`src/rtl/lbist_stage_buffer.sv`:
```
// First-word-fall-through FIFO between PRPG and scan-load; a word written at edge N is visible right after edge N.
// Backpressure: in_ready drops only when full (no write-through), and out_data holds while out_ready is low.
module lbist_stage_buffer #(
    parameter int WIDTH = 8,
    parameter int DEPTH = 4
) (
    input  logic                       clk,
    input  logic                       rst,
    input  logic                       flush,
    input  logic [WIDTH-1:0]           in_data,
    input  logic                       in_valid,
    output logic                       in_ready,
    output logic [WIDTH-1:0]           out_data,
    output logic                       out_valid,
    input  logic                       out_ready,
    output logic [$clog2(DEPTH):0]     count,
    output logic                       full,
    output logic                       empty
);
    localparam int AW = $clog2(DEPTH);
    localparam int CW = AW + 1;

    logic [WIDTH-1:0] mem [DEPTH];
    logic [AW-1:0]    wp;
    logic [AW-1:0]    rp;
    logic [CW-1:0]    cnt;
    logic             push;
    logic             pop;

    // Status comes from the count register only, so no input reaches an output combinationally.
    assign full      = (cnt == CW'(DEPTH));
    assign empty     = (cnt == '0);
    assign in_ready  = ~full;
    assign out_valid = ~empty;
    assign count     = cnt;
    assign out_data  = mem[rp];

    assign push = in_valid & ~full;
    assign pop  = out_valid & out_ready;

    always_ff @(posedge clk) begin
        if (rst || flush) begin
            wp  <= '0;
            rp  <= '0;
            cnt <= '0;
        end else begin
            if (push) wp <= wp + AW'(1);
            if (pop)  rp <= rp + AW'(1);
            if (push && !pop)
                cnt <= cnt + CW'(1);
            else if (pop && !push)
                cnt <= cnt - CW'(1);
        end
    end

    // Storage is not reset; a write in a reset/flush cycle is discarded along with the pointers.
    always_ff @(posedge clk) begin
        if (push && !rst && !flush)
            mem[wp] <= in_data;
    end
endmodule

```
`config.mk`:
```
export PLATFORM = sky130hd
export DESIGN_NAME = lbist_stage_buffer
export DESIGN_NICKNAME = d
export VERILOG_FILES = /design/src/rtl/lbist_stage_buffer.sv
export SDC_FILE = /design/constraint.sdc
export NUM_CORES = 1
export LEC_CHECK = 0
export ABC_AREA = 1
export ABC_CLOCK_PERIOD_IN_PS = 4500
export CAP_MARGIN = 10
export CORE_ASPECT_RATIO = 0.6
export CORE_MARGIN = 4
export CORE_UTILIZATION = 50
export CTS_CLUSTER_DIAMETER = 200
export CTS_CLUSTER_SIZE = 14
export DETAILED_ROUTE_END_ITERATION = 10
export HOLD_SLACK_MARGIN = 0.03
export MAX_ROUTING_LAYER = met4
export PLACE_DENSITY = 0.81
export SYNTH_ARGS = -nofsm -noshare
export SYNTH_HDL_FRONTEND = slang
export SYNTH_SLANG_ARGS = --single-unit
export TNS_END_PERCENT = 5
```
`constraint.sdc`:
```
create_clock -name clk -period 4.5 [get_ports clk]
set_input_delay 0.45 -clock clk [delete_from_list [all_inputs] [get_ports clk]]
set_output_delay 0.45 -clock clk [all_outputs]
set_load 0.01 [all_outputs]
```
== Word-level counts from Yosys, hierarchy flattened ==
Memories as Yosys holds them, arrays and structs flattened. A register that Yosys moved wholly into a read port is not among the register bits.
Index checks and enable logic that the tools add are counted.
Operators by class
  bitwise logic cells: 4
  reduce and logical (&&, ||, !) cells: 11
  mux-type cells: 6
  add/subtract/negate cells: 4
  equality and inequality tests: 1
Operators with widths (number)
  $mux W3: 2
  $add A2 B1 Y2 const B: 2
  $logic_and A1 B1 Y1: 4
  $logic_not A1 Y1: 4
  $mux W2: 2
  $add A3 B1 Y3 const B: 1
  $eq A3 B3 Y1 const B: 1
  $logic_not A3 Y1: 1
  $sub A3 B1 Y3 const B: 1
  $and A1 B1 Y1: 2
  $mux W1: 2
  $not A1 Y1: 2
  $reduce_bool A2 Y1: 1
  $logic_or A1 B1 Y1: 1
Word-level totals
  bits in registers: 7
  output and inout port bits: 15
  memory bits (writable): 32
  memories: 1
  logic and storage cells: 30
  input bits: 13
Memories
  mem: words 4, bits a word 8, read ports 1, clocked after memory_dff 1, wr ports 1, line 23  | logic [WIDTH-1:0] mem [DEPTH];

== Longest topological paths before layout ==
Gate-level depths: netlist of the first run.
  depth after elaboration: 7
  mapped depth: 13
  gate-level depth less buffers: 13

== Worst setup path after synthesis of the first run ==
No wires, ideal clock.
  path type: register -> register
  start: reg cnt[0] (netlist: count[0])
  end: reg cnt[2] (netlist: count[2])
  slack: 2731 ps
  period minus slack after synthesis: 1769 ps
  cell stages (with the launch flop): 14
  setup time: 113 ps
  arrival time: 1656 ps
  cells stage by stage: dfxtp_1 -> nor2_4 -> nand2_4 -> inv_4 -> nor2_4 -> ha_1 -> inv_1 -> fa_1 -> inv_1 -> nand2_1 -> nand3_1 -> nand2_1 -> nand2_1 -> nor2_1
On the way
  longest elaborated chain between the ends: 6
  elaborated cells between the ends (all ways): 15
  classes of those cells: add/sub (2); eq/ne (1); mux (2); bitwise (4); reduce/logical (6)
RTL lines
  start, declared: line 26  | logic [CW-1:0] cnt;
  start signal, assigned: line 50  | cnt <= cnt + CW'(1);
  start signal, assigned: line 52  | cnt <= cnt - CW'(1);
  $eq A3 B3 Y1 (*): line 31  | assign full = (cnt == CW'(DEPTH));
  $not A1 Y1 (*)
  named net in_ready: line 12  | output logic in_ready,
  $and A1 B1 Y1 (*): line 38  | assign push = in_valid & ~full;
  named net push: line 27  | logic push;
  $logic_not A1 Y1: line 51  | else if (pop && !push)
  $logic_and A1 B1 Y1: line 51
  $reduce_bool A2 Y1 (no source line)
Mark *: on every way through the listed nets, which the timed path passes. The rest lies on a longest branch. The select of a mux whose other input is x is not followed.
A chain may end at the register's enable or synchronous reset.

==> results of run 1 <==
==> report_power, final <==
part / switching (mW) / leakage (nW) / internal (mW) / total [mW]
Combinational: 0.0543 / 0.352 / 0.0528 / 0.107
Clock: 0.116 / 0.0422 / 0.109 / 0.225
Sequential: 0.00982 / 0.362 / 0.416 / 0.426
==> flip-flops by register name (all words and copies together) (netlist names), named ones only <==
name / count
count: 3
mem: 32
rp: 2
wp: 2
==> worst paths after layout <==
kind / start / cells after the start / endpoint / slack (ns)
setup / recovery: register / 4 / out_data[5] / 1.94
hold / removal: rp[0]$_SDFFE_PP0P_ / 2 / rp[0]$_SDFFE_PP0P_ / 0.51
setup reg to reg: count[1]$_SDFFE_PP0P_ / 6 / mem[2][2]$_DFFE_PP_ / 2.64
hold reg to reg: rp[0]$_SDFFE_PP0P_ / 2 / rp[0]$_SDFFE_PP0P_ / 0.51
==> cells by family (layout without fill, tap and decap cells) <==
family                     after synthesis  after routing  share of synthesized area [%]
AOI/OAI and AO/OA                       30             30                          10.12
xor gates and xnor gates                 1              1                         0.5059
adders and majority gates                6              6                          4.769
buffers and inverters                   20             53                          5.347
DFF                                     41             41                          65.90
and+or+nand+nor                         50             50                          13.37
==> area by class of cell <==
cell class              instances  area [µm²]  share of cell area [%]
flip-flops and latches         41        1141                   53.90
clock inverters                 1       5.005                  0.2364
clock buffers                   7       76.32                   3.605
repair buffers                 27       270.3                   12.77
inverters                      18       70.07                   3.310
multi-input cells              87       498.0                   23.52
well taps                      45       56.30                   2.660
==> per-stage QoR <==
| stage | instance area [µm²] | cells | hold WS [ns] | utilization, % | worst slack, ns |
|---|---|---|---|---|---|
| after floorplan | 1732 | 148 | 0.4661 | - | 2.731 |
| after CTS | 2117 | 226 | 0.5115 | 64.48 | 1.913 |
| after global placement | 2036 | 218 | 0.4789 | 62.00 | 2.247 |
| after global routing | 2117 | 226 | 0.5481 | 64.48 | 1.744 |
| after detailed placement | 2036 | 218 | 0.5014 | 62.00 | 2.132 |
| final | 2117 | 226 | 0.5086 | 64.48 | 1.945 |
==> worst reg2reg max path, stage by stage (launching register included) <==
cell,delay [ns]
sky130_fd_sc_hd__dfxtp_1,0.46
sky130_fd_sc_hd__nor2_4,0.08
sky130_fd_sc_hd__nand2_4,0.11
sky130_fd_sc_hd__inv_4,0.05
sky130_fd_sc_hd__nor2_4,0.09
sky130_fd_sc_hd__nand2_2,0.08
sky130_fd_sc_hd__nor2_1,0.63
==> placed cells by master, fill, tap and decap left out, drive strengths merged <==
cell	count
edfxtp	32
nor2	28
clkdlybuf4s50	27
inv	18
nand2	17
o21ai	16
dfxtp	9
o22ai	8
clkbuf	7
a21oi	6
ha	5
nand3	4
nand3b	1
xor2	1
fa	1
clkinv	1
==> synth_stat cells, types with 2 or more instances <==
cell type / number / area [µm²]
sky130_fd_sc_hd__edfxtp_1: 32 / 960.9
sky130_fd_sc_hd__nor2_1: 25 / 93.84
sky130_fd_sc_hd__inv_1: 16 / 60.06
sky130_fd_sc_hd__nand2_1: 12 / 45.04
sky130_fd_sc_hd__o21ai_0: 12 / 60.06
sky130_fd_sc_hd__dfxtp_1: 9 / 180.2
sky130_fd_sc_hd__o22ai_1: 8 / 50.05
sky130_fd_sc_hd__a21oi_1: 6 / 30.03
sky130_fd_sc_hd__ha_1: 5 / 62.56
sky130_fd_sc_hd__nand2_2: 4 / 25.02
sky130_fd_sc_hd__nand3_1: 4 / 20.02
sky130_fd_sc_hd__o21ai_2: 4 / 35.03
sky130_fd_sc_hd__buf_6: 2 / 22.52
sky130_fd_sc_hd__nor2_4: 2 / 22.52
==> metal layers <==
layer  track usage (%)  vias to the layer above  part of all wire (%)
met2             27.18                       25                    48
met4             8.289                        0                   2.0
met3             5.046                        9                   4.9
met1             18.61                      543                    45
li1                  -                      569                     -
met5                 -                        -                     0
==> flow_summary.yaml, run 1 <==
logic_synthesis:
  synth_async_sr_flop_share_pct: 0
  synthesis.yosys.warnings: 0
  netlist_area_mm2: 0.001732
  yosysUniqueCellTypes: 21
  ys_dominant_reg_cell: "sky130_fd_sc_hd__edfxtp_1"
  syn-instance-count: 148
  number_of_flops_mapped_to_enable_cells_by_yosys: 32
  ys_seq_area_share_pct: 65.90
  syn-num-nets: 167
  synth.avg_cell_area_um2: 11.70
  synth_seq_cells: 41
min_path:
  hold_path.class: "reg2reg"
global_route:
  largest_net_degree_at_the_start_of_global_routing: 18
  first_global_vias: 1140
  grt_usage_pct: 16.39
  initial_antenna_violation_count: 0
  grt_overflow: 0
  grt_pass1_wl_mm: 5.271
timing:
  worst-slew-pin-transition_ns: 0.8084
  setup_violation_total_in_the_final_timing_report: 0
  timing.final.hold_violations: 0
  rsz0062_at_grt: "false"
  report.final.slew_viol_count: 0
  finClkSkew_ns: 0.008437
  finalCriticalPeriod_ns: 2.555
  fin_crit_sh_pct: 56.78
  total_negative_setup_slack_ns: 0
  max_freq_mhz: 391.4
  relSlewSlack_pct: 45.91
setup_path:
  cpMaxStageDelayCell: "sky130_fd_sc_hd__dfxtp_1"
  timing.critical_path.from_type: "register"
  highest_fanout_seen_on_the_critical_path: 17
  cp_top_family: "buffers and inverters"
  worst_path_largest_cell_delay_ns: 0.71
  critPathRequiredTime_ns: 4.05
  critPathCaptureType: "primary output"
  worstPathArrival_ns: 2.11
  timing.critical_path.buf_inv: 2
  criticalPathCategory: "reg2out"
  list_of_cells_traversed_by_the_critical_path: "inv_2 -> o21ai_0 -> o22ai_1 -> clkdlybuf4s50_1"
routing:
  dr_total_vias: 1146
  drt_iter0_markers: 55
  drt_drc_violations_left: 0
  routed_wire_length_per_instance_um: 14.55
  avgViaCountPerCell: 5.071
  totalWireLength_mm: 3.289
  first_pass_iters: 4
  postRouteAntennaNets: 0
cells_and_area:
  fraction_of_final_layout_cells_sized_beyond_drive_strength_1_pct: 11.05
  syn_to_final_growth_pct: 22.25
  nNetsFinal: 199
  insertedDiodeCount: 0
  nFillCells: 265
cts:
  post_cts_resize_count: 0
  cts_setup_buffers: 0
  clock_insertion_delay_at_the_later_pin_of_the_skew_report_ns: 0.29
  cts_hold_repair.buffers: 0
  h_tree_levels: 2
  path_clk_slew_ns: 0.07
  tritoncts: "yes"
  clk_path_buf_depth: 2
  cts.sinks: 41
  cts_root_buf: "sky130_fd_sc_hd__clkbuf_8"
  cts_made_buffers: 5
placement:
  placed_wire_length_estimate_mm: 2.391
  place_congestion: 0.7335
  place.port_buffers: 27
die:
  fp.dieH_um: 53.59
  floorplan.die.width_um: 83.98
  fp.dieArea_mm2: 0.004500
  rows: 16
  floorplan.initialDensity_pct: 52.74
  core-area_mm2: 0.003283
  top_level_ports: 28
pwr:
  leakage_nw: 0.7569
  fin_total_pwr_mw: 0.7579
  vdd_ir_drop_max_mv: 0.2098
  power.density_mw_per_mm2: 358.0
flow_run:
  max_cap_violations: 0
run_status:
  outcome: "completed"
Power figures use the tool's default switching activity.
==> run 2: changes to the inputs <==
--- a/config.mk
+++ b/config.mk
@@ -6,17 +6,17 @@
 export NUM_CORES = 1
 export LEC_CHECK = 0
 export ABC_AREA = 1
-export ABC_CLOCK_PERIOD_IN_PS = 4500
+export ABC_CLOCK_PERIOD_IN_PS = 2250
 export CAP_MARGIN = 10
 export CORE_ASPECT_RATIO = 0.6
 export CORE_MARGIN = 4
-export CORE_UTILIZATION = 50
+export CORE_UTILIZATION = 47
 export CTS_CLUSTER_DIAMETER = 200
 export CTS_CLUSTER_SIZE = 14
 export DETAILED_ROUTE_END_ITERATION = 10
 export HOLD_SLACK_MARGIN = 0.03
 export MAX_ROUTING_LAYER = met4
-export PLACE_DENSITY = 0.81
+export PLACE_DENSITY = 0.8
 export SYNTH_ARGS = -nofsm -noshare
 export SYNTH_HDL_FRONTEND = slang
 export SYNTH_SLANG_ARGS = --single-unit
==> constraint.sdc (replaced) <==
create_clock -name clk -period 2.25 [get_ports clk]
set_input_delay 0.225 -clock clk [delete_from_list [all_inputs] [get_ports clk]]
set_output_delay 0.225 -clock clk [all_outputs]
set_load 0.01 [all_outputs]
==> flow_summary.yaml, run 2 (synthesis results as in run 1) <==
placement:
  placed_area_mm2: 0.002073
  place_congestion: 0.7123
  placed_wire_length_estimate_mm: 2.337
  place.port_buffers: 27
global_route:
  grt_overflow: 0
  first_global_vias: 1059
  initial_antenna_violation_count: 0
  grt_pass1_wl_mm: 5.106
  largest_net_degree_at_the_start_of_global_routing: 17
  grt_usage_pct: 15.30
pwr:
  power.net_switching_mw: 0.3643
  leakage_nw: 0.7950
  seq_power_share_pct: 52.1
  switching_share_pct: 22.32
  power.share.combinational_pct: 13.5
  vdd_ir_drop_max_mv: 0.4619
  power.density_mw_per_mm2: 748.5
  fin_total_pwr_mw: 1.632
  power.clock.fraction_pct: 34.4
  power_report.internal_total_mw: 1.268
cells_and_area:
  insertedDiodeCount: 0
  nNetsFinal: 204
  final_area_mm2: 0.002181
  syn_to_final_growth_pct: 25.94
  max_reg_flops: 32
  registers.top_by_ff_count: "mem"
  layout_common_cells: "32 x sky130_fd_sc_hd__edfxtp_1, 27 x sky130_fd_sc_hd__clkdlybuf4s50_1, 25 x sky130_fd_sc_hd__nor2_1, 16 x sky130_fd_sc_hd__inv_1"
  fraction_of_final_layout_cells_sized_beyond_drive_strength_1_pct: 13.98
  layout.cells.most_common: "sky130_fd_sc_hd__edfxtp_1"
run_status:
  outcome: "completed"
setup_path:
  cp_top_family: "buffers and inverters"
  timing.critical_path.buf_inv: 2
  cpMaxStageDelayCell: "sky130_fd_sc_hd__clkdlybuf4s50_1"
  criticalPathCategory: "reg2out"
  timing.critical_path.from_type: "register"
  worst_path_largest_cell_delay_ns: 0.56
  worstPathArrival_ns: 1.89
  list_of_cells_traversed_by_the_critical_path: "inv_1 -> o21ai_0 -> o22ai_1 -> clkdlybuf4s50_1"
  critPathRequiredTime_ns: 2.03
  critPathCaptureType: "primary output"
  highest_fanout_seen_on_the_critical_path: 9
routing:
  postRouteAntennaNets: 0
  drt_iter0_markers: 71
  totalWireLength_mm: 3.281
  avgViaCountPerCell: 4.983
  dr_total_vias: 1151
  drt_drc_violations_left: 0
  first_pass_iters: 4
  routed_wire_length_per_instance_um: 14.20
cts:
  post_cts_resize_count: 0
  cts_made_buffers: 5
  cts_hold_repair.buffers: 0
  cts_root_buf: "sky130_fd_sc_hd__clkbuf_8"
  cts.sinks: 41
  tritoncts: "yes"
  clk_path_buf_depth: 2
  clock_insertion_delay_at_the_later_pin_of_the_skew_report_ns: 0.29
  path_clk_slew_ns: 0.07
  cts_setup_buffers: 0
  h_tree_levels: 2
timing:
  finalCriticalPeriod_ns: 2.120
  relSlewSlack_pct: 76.27
  timing.final.hold_violations: 0
  setup_violation_total_in_the_final_timing_report: 0
  total_negative_setup_slack_ns: 0
  rsz0062_at_grt: "false"
  report.final.slew_viol_count: 0
  finClkSkew_ns: 0.006192
  worst-slew-pin-transition_ns: 0.3554
  fin_crit_sh_pct: 94.21
  max_freq_mhz: 471.7
die:
  fp.dieH_um: 55.02
  top_level_ports: 28
  rows: 16
  fp.dieArea_mm2: 0.004751
  floorplan.initialDensity_pct: 50.88
  core-area_mm2: 0.003403
  floorplan.die.width_um: 86.36
flow_run:
  max_cap_violations: 0
min_path:
  hold_path.class: "reg2reg"
## run 2: cell types whose count changed in the layout (fill, tap and decap cells not counted), sizes merged
cell / change
buf: +5
bufinv: +1
clkbuf: -1
## run 2: worst min-delay path: stages, from the launching register on
cell	delay, ns
sky130_fd_sc_hd__dfxtp_1	0.33
sky130_fd_sc_hd__nand2_2	0.07
sky130_fd_sc_hd__a21oi_1	0.05
## run 2: through the flow
step | hold slack (ns) | instances | setup slack (ns) | util [%]
6_report | 0.4996 | 231 | 0.1302 | 64.08
4_1_cts | 0.5036 | 231 | 0.08225 | 64.04
5_1_grt | 0.5329 | 231 | 0.02190 | 64.08
3_3_place_gp | 0.4790 | 223 | 0.2796 | 60.92
2_1_floorplan | 0.3239 | 148 | 0.4812 | -
3_5_place_dp | 0.4921 | 223 | 0.1735 | 60.92
## run 2: final timing paths
check	slack, ns	cells past startpoint	from	to
setup reg to reg	0.40	13	count[0]$_SDFFE_PP0P_	count[2]$_SDFFE_PP0P_
hold / removal	0.50	2	rp[0]$_SDFFE_PP0P_	register
setup / recovery	0.13	4	register	out_data[1]
hold reg to reg	0.50	2	rp[0]$_SDFFE_PP0P_	register
## run 2: per-layer routing
| layer | vias to the layer above | share of wire [%] | routed length [µm] | global-route usage (%) |
|---|---|---|---|---|
| met5 | - | 0 | 0 | - |
| met4 | 0 | 1.1 | 36 | 5.959 |
| met3 | 7 | 4.5 | 148 | 4.734 |
| met2 | 23 | 50 | 1636 | 25.25 |
| met1 | 539 | 44 | 1460 | 18.03 |
| li1 | 582 | - | - | - |
## run 2: area by class of cell
type / instances / area (µm²)
inverter: 18 / 70.07
fill: 268 / 1222
sequential: 41 / 1142
clock inverter: 2 / 33.78
timing repair buffer: 32 / 307.8
tap: 45 / 56.30
clock buffer: 6 / 72.57
multi-input combinational: 87 / 498.0
## run 2: power groups by stage
stage,combinational [mW],sequential (mW),clock [mW]
2_1_floorplan,0.115,0.866,0
3_3_place_gp,0.211,0.866,0
3_5_place_dp,0.221,0.867,0
4_1_cts,0.222,0.850,0.573
5_1_grt,0.242,0.853,0.604
6_report,0.220,0.851,0.562
==> run 3: changes to the inputs <==
--- a/config.mk
+++ b/config.mk
@@ -17,6 +17,7 @@
 export HOLD_SLACK_MARGIN = 0.03
 export MAX_ROUTING_LAYER = met4
 export PLACE_DENSITY = 0.8
+export SETUP_SLACK_MARGIN = 0.15
 export SYNTH_ARGS = -nofsm -noshare
 export SYNTH_HDL_FRONTEND = slang
 export SYNTH_SLANG_ARGS = --single-unit
==> flow_summary.yaml, run 3 (synthesis results as in run 1) <==
routing:
  drt_iter0_markers: 62
  dr_total_vias: 1159
  totalWireLength_mm: 3.301
  routed_wire_length_per_instance_um: 14.29
  avgViaCountPerCell: 5.017
  drt_drc_violations_left: 0
  first_pass_iters: 4
  postRouteAntennaNets: 0
cts:
  cts_hold_repair.buffers: 0
  clk_path_buf_depth: 2
  clock_insertion_delay_at_the_later_pin_of_the_skew_report_ns: 0.29
  cts.sinks: 41
  cts_root_buf: "sky130_fd_sc_hd__clkbuf_8"
  path_clk_slew_ns: 0.07
  tritoncts: "yes"
  cts_made_buffers: 5
  cts_setup_buffers: 0
  h_tree_levels: 2
cells_and_area:
  layout_common_cells: "32 x sky130_fd_sc_hd__edfxtp_1, 27 x sky130_fd_sc_hd__clkdlybuf4s50_1, 25 x sky130_fd_sc_hd__nor2_1, 15 x sky130_fd_sc_hd__inv_1"
  nFillCells: 267
  layout.cells.most_common: "sky130_fd_sc_hd__edfxtp_1"
  insertedDiodeCount: 0
  layout.area.seq_mm2: 0.001145
  max_reg_flops: 32
  postLayoutCoreUtil_pct: 64.15
  final_area_mm2: 0.002183
  syn_to_final_growth_pct: 26.08
  registers.top_by_ff_count: "mem"
  instances_no_fill: 231
  nNetsFinal: 204
  fraction_of_final_layout_cells_sized_beyond_drive_strength_1_pct: 14.52
  combined_area_of_the_multi_input_logic_cells_um2: 498.0
timing:
  rsz0062_at_grt: "false"
  timing.final.hold_violations: 0
  report.final.slew_viol_count: 0
  finalCriticalPeriod_ns: 1.997
  max_freq_mhz: 500.8
  fin_crit_sh_pct: 88.74
  finClkSkew_ns: 0.005590
  total_negative_setup_slack_ns: 0
  setup_violation_total_in_the_final_timing_report: 0
  relSlewSlack_pct: 74.35
  hold_ws_ns: 0.4974
  post_route_worst_setup_slack_ns: 0.2533
  worst-slew-pin-transition_ns: 0.3842
setup_path:
  highest_fanout_seen_on_the_critical_path: 9
  critPathCaptureType: "primary output"
  worstPathArrival_ns: 1.77
  critPathRequiredTime_ns: 2.03
  timing.critical_path.from_type: "register"
  criticalPathCategory: "reg2out"
placement:
  dp_worst_setup_slack_ns: 0.1735
  placed_instances: 223
  place.port_buffers: 27
  place_congestion: 0.7123
  placed_area_mm2: 0.002073
  placed_wire_length_estimate_mm: 2.337
flow_run:
  max_cap_violations: 0
run_status:
  outcome: "completed"
die:
  rows: 16
  fp.dieArea_mm2: 0.004751
  fp.dieH_um: 55.02
  core-area_mm2: 0.003403
  top_level_ports: 28
  floorplan.die.width_um: 86.36
  floorplan.initialDensity_pct: 50.88
global_route:
  grt_pass1_wl_mm: 5.106
  grt_usage_pct: 15.30
  largest_net_degree_at_the_start_of_global_routing: 17
  initial_antenna_violation_count: 0
  first_global_vias: 1059
  grt_overflow: 0
pwr:
  leakage_nw: 0.7957
  vdd_ir_drop_max_mv: 0.4624
  power.density_mw_per_mm2: 747.2
  fin_total_pwr_mw: 1.631
min_path:
  hold_path.class: "reg2reg"
-- run 3: cell counts in the layout (fill, tap and decap cells not counted) --
Identical to the previous run, type by type.
-- run 3: final cells by class --
class	count	share of cell area (%)
clock buffer	6	3.324
multi-input combinational	87	22.81
clock inverter	2	1.547
inverter	18	3.209
tap	45	2.579
sequential	41	52.44
timing repair buffer	32	14.10
-- run 3: final timing paths --
kind | depth (start not counted) | endpoint | from | slack [ns]
setup / recovery | 4 | out_data[1] | register | 0.25
hold / removal | 2 | register | rp[0]$_SDFFE_PP0P_ | 0.50
setup reg to reg | 13 | count[2]$_SDFFE_PP0P_ | count[0]$_SDFFE_PP0P_ | 0.40
hold reg to reg | 2 | register | rp[0]$_SDFFE_PP0P_ | 0.50
-- run 3: repair_timing --
| item | in CTS | in global routing |
|---|---|---|
| pin swaps | 0 | 0 |
| endpoints found under the hold margin | 0 | 0 |
| setup endpoints to repair | 6 | 6 |
| resized for setup | 1 | 2 |
-- run 3: layer usage --
metal  part of all wire (%)  track usage (%)  up-vias
met5                      0                -        -
met4                    1.1            5.959        0
met3                    4.5            4.734        7
met2                     50            25.25       23
met1                     45            18.03      550
li1                       -                -      579
-- run 3: power by group --
part / total, mW / leakage (nW) / internal (mW) / switching, mW
registers: 0.850 / 0.363 / 0.832 / 0.0182
logic: 0.220 / 0.380 / 0.108 / 0.112
clock network: 0.562 / 0.0528 / 0.327 / 0.234
-- run 3: critical path, cell delays in order, from the launching register on --
cell                              delay [ns]
sky130_fd_sc_hd__dfxtp_1                0.43
sky130_fd_sc_hd__inv_2                  0.22
sky130_fd_sc_hd__o21ai_0                0.14
sky130_fd_sc_hd__o22ai_1                0.13
sky130_fd_sc_hd__clkdlybuf4s50_1        0.56
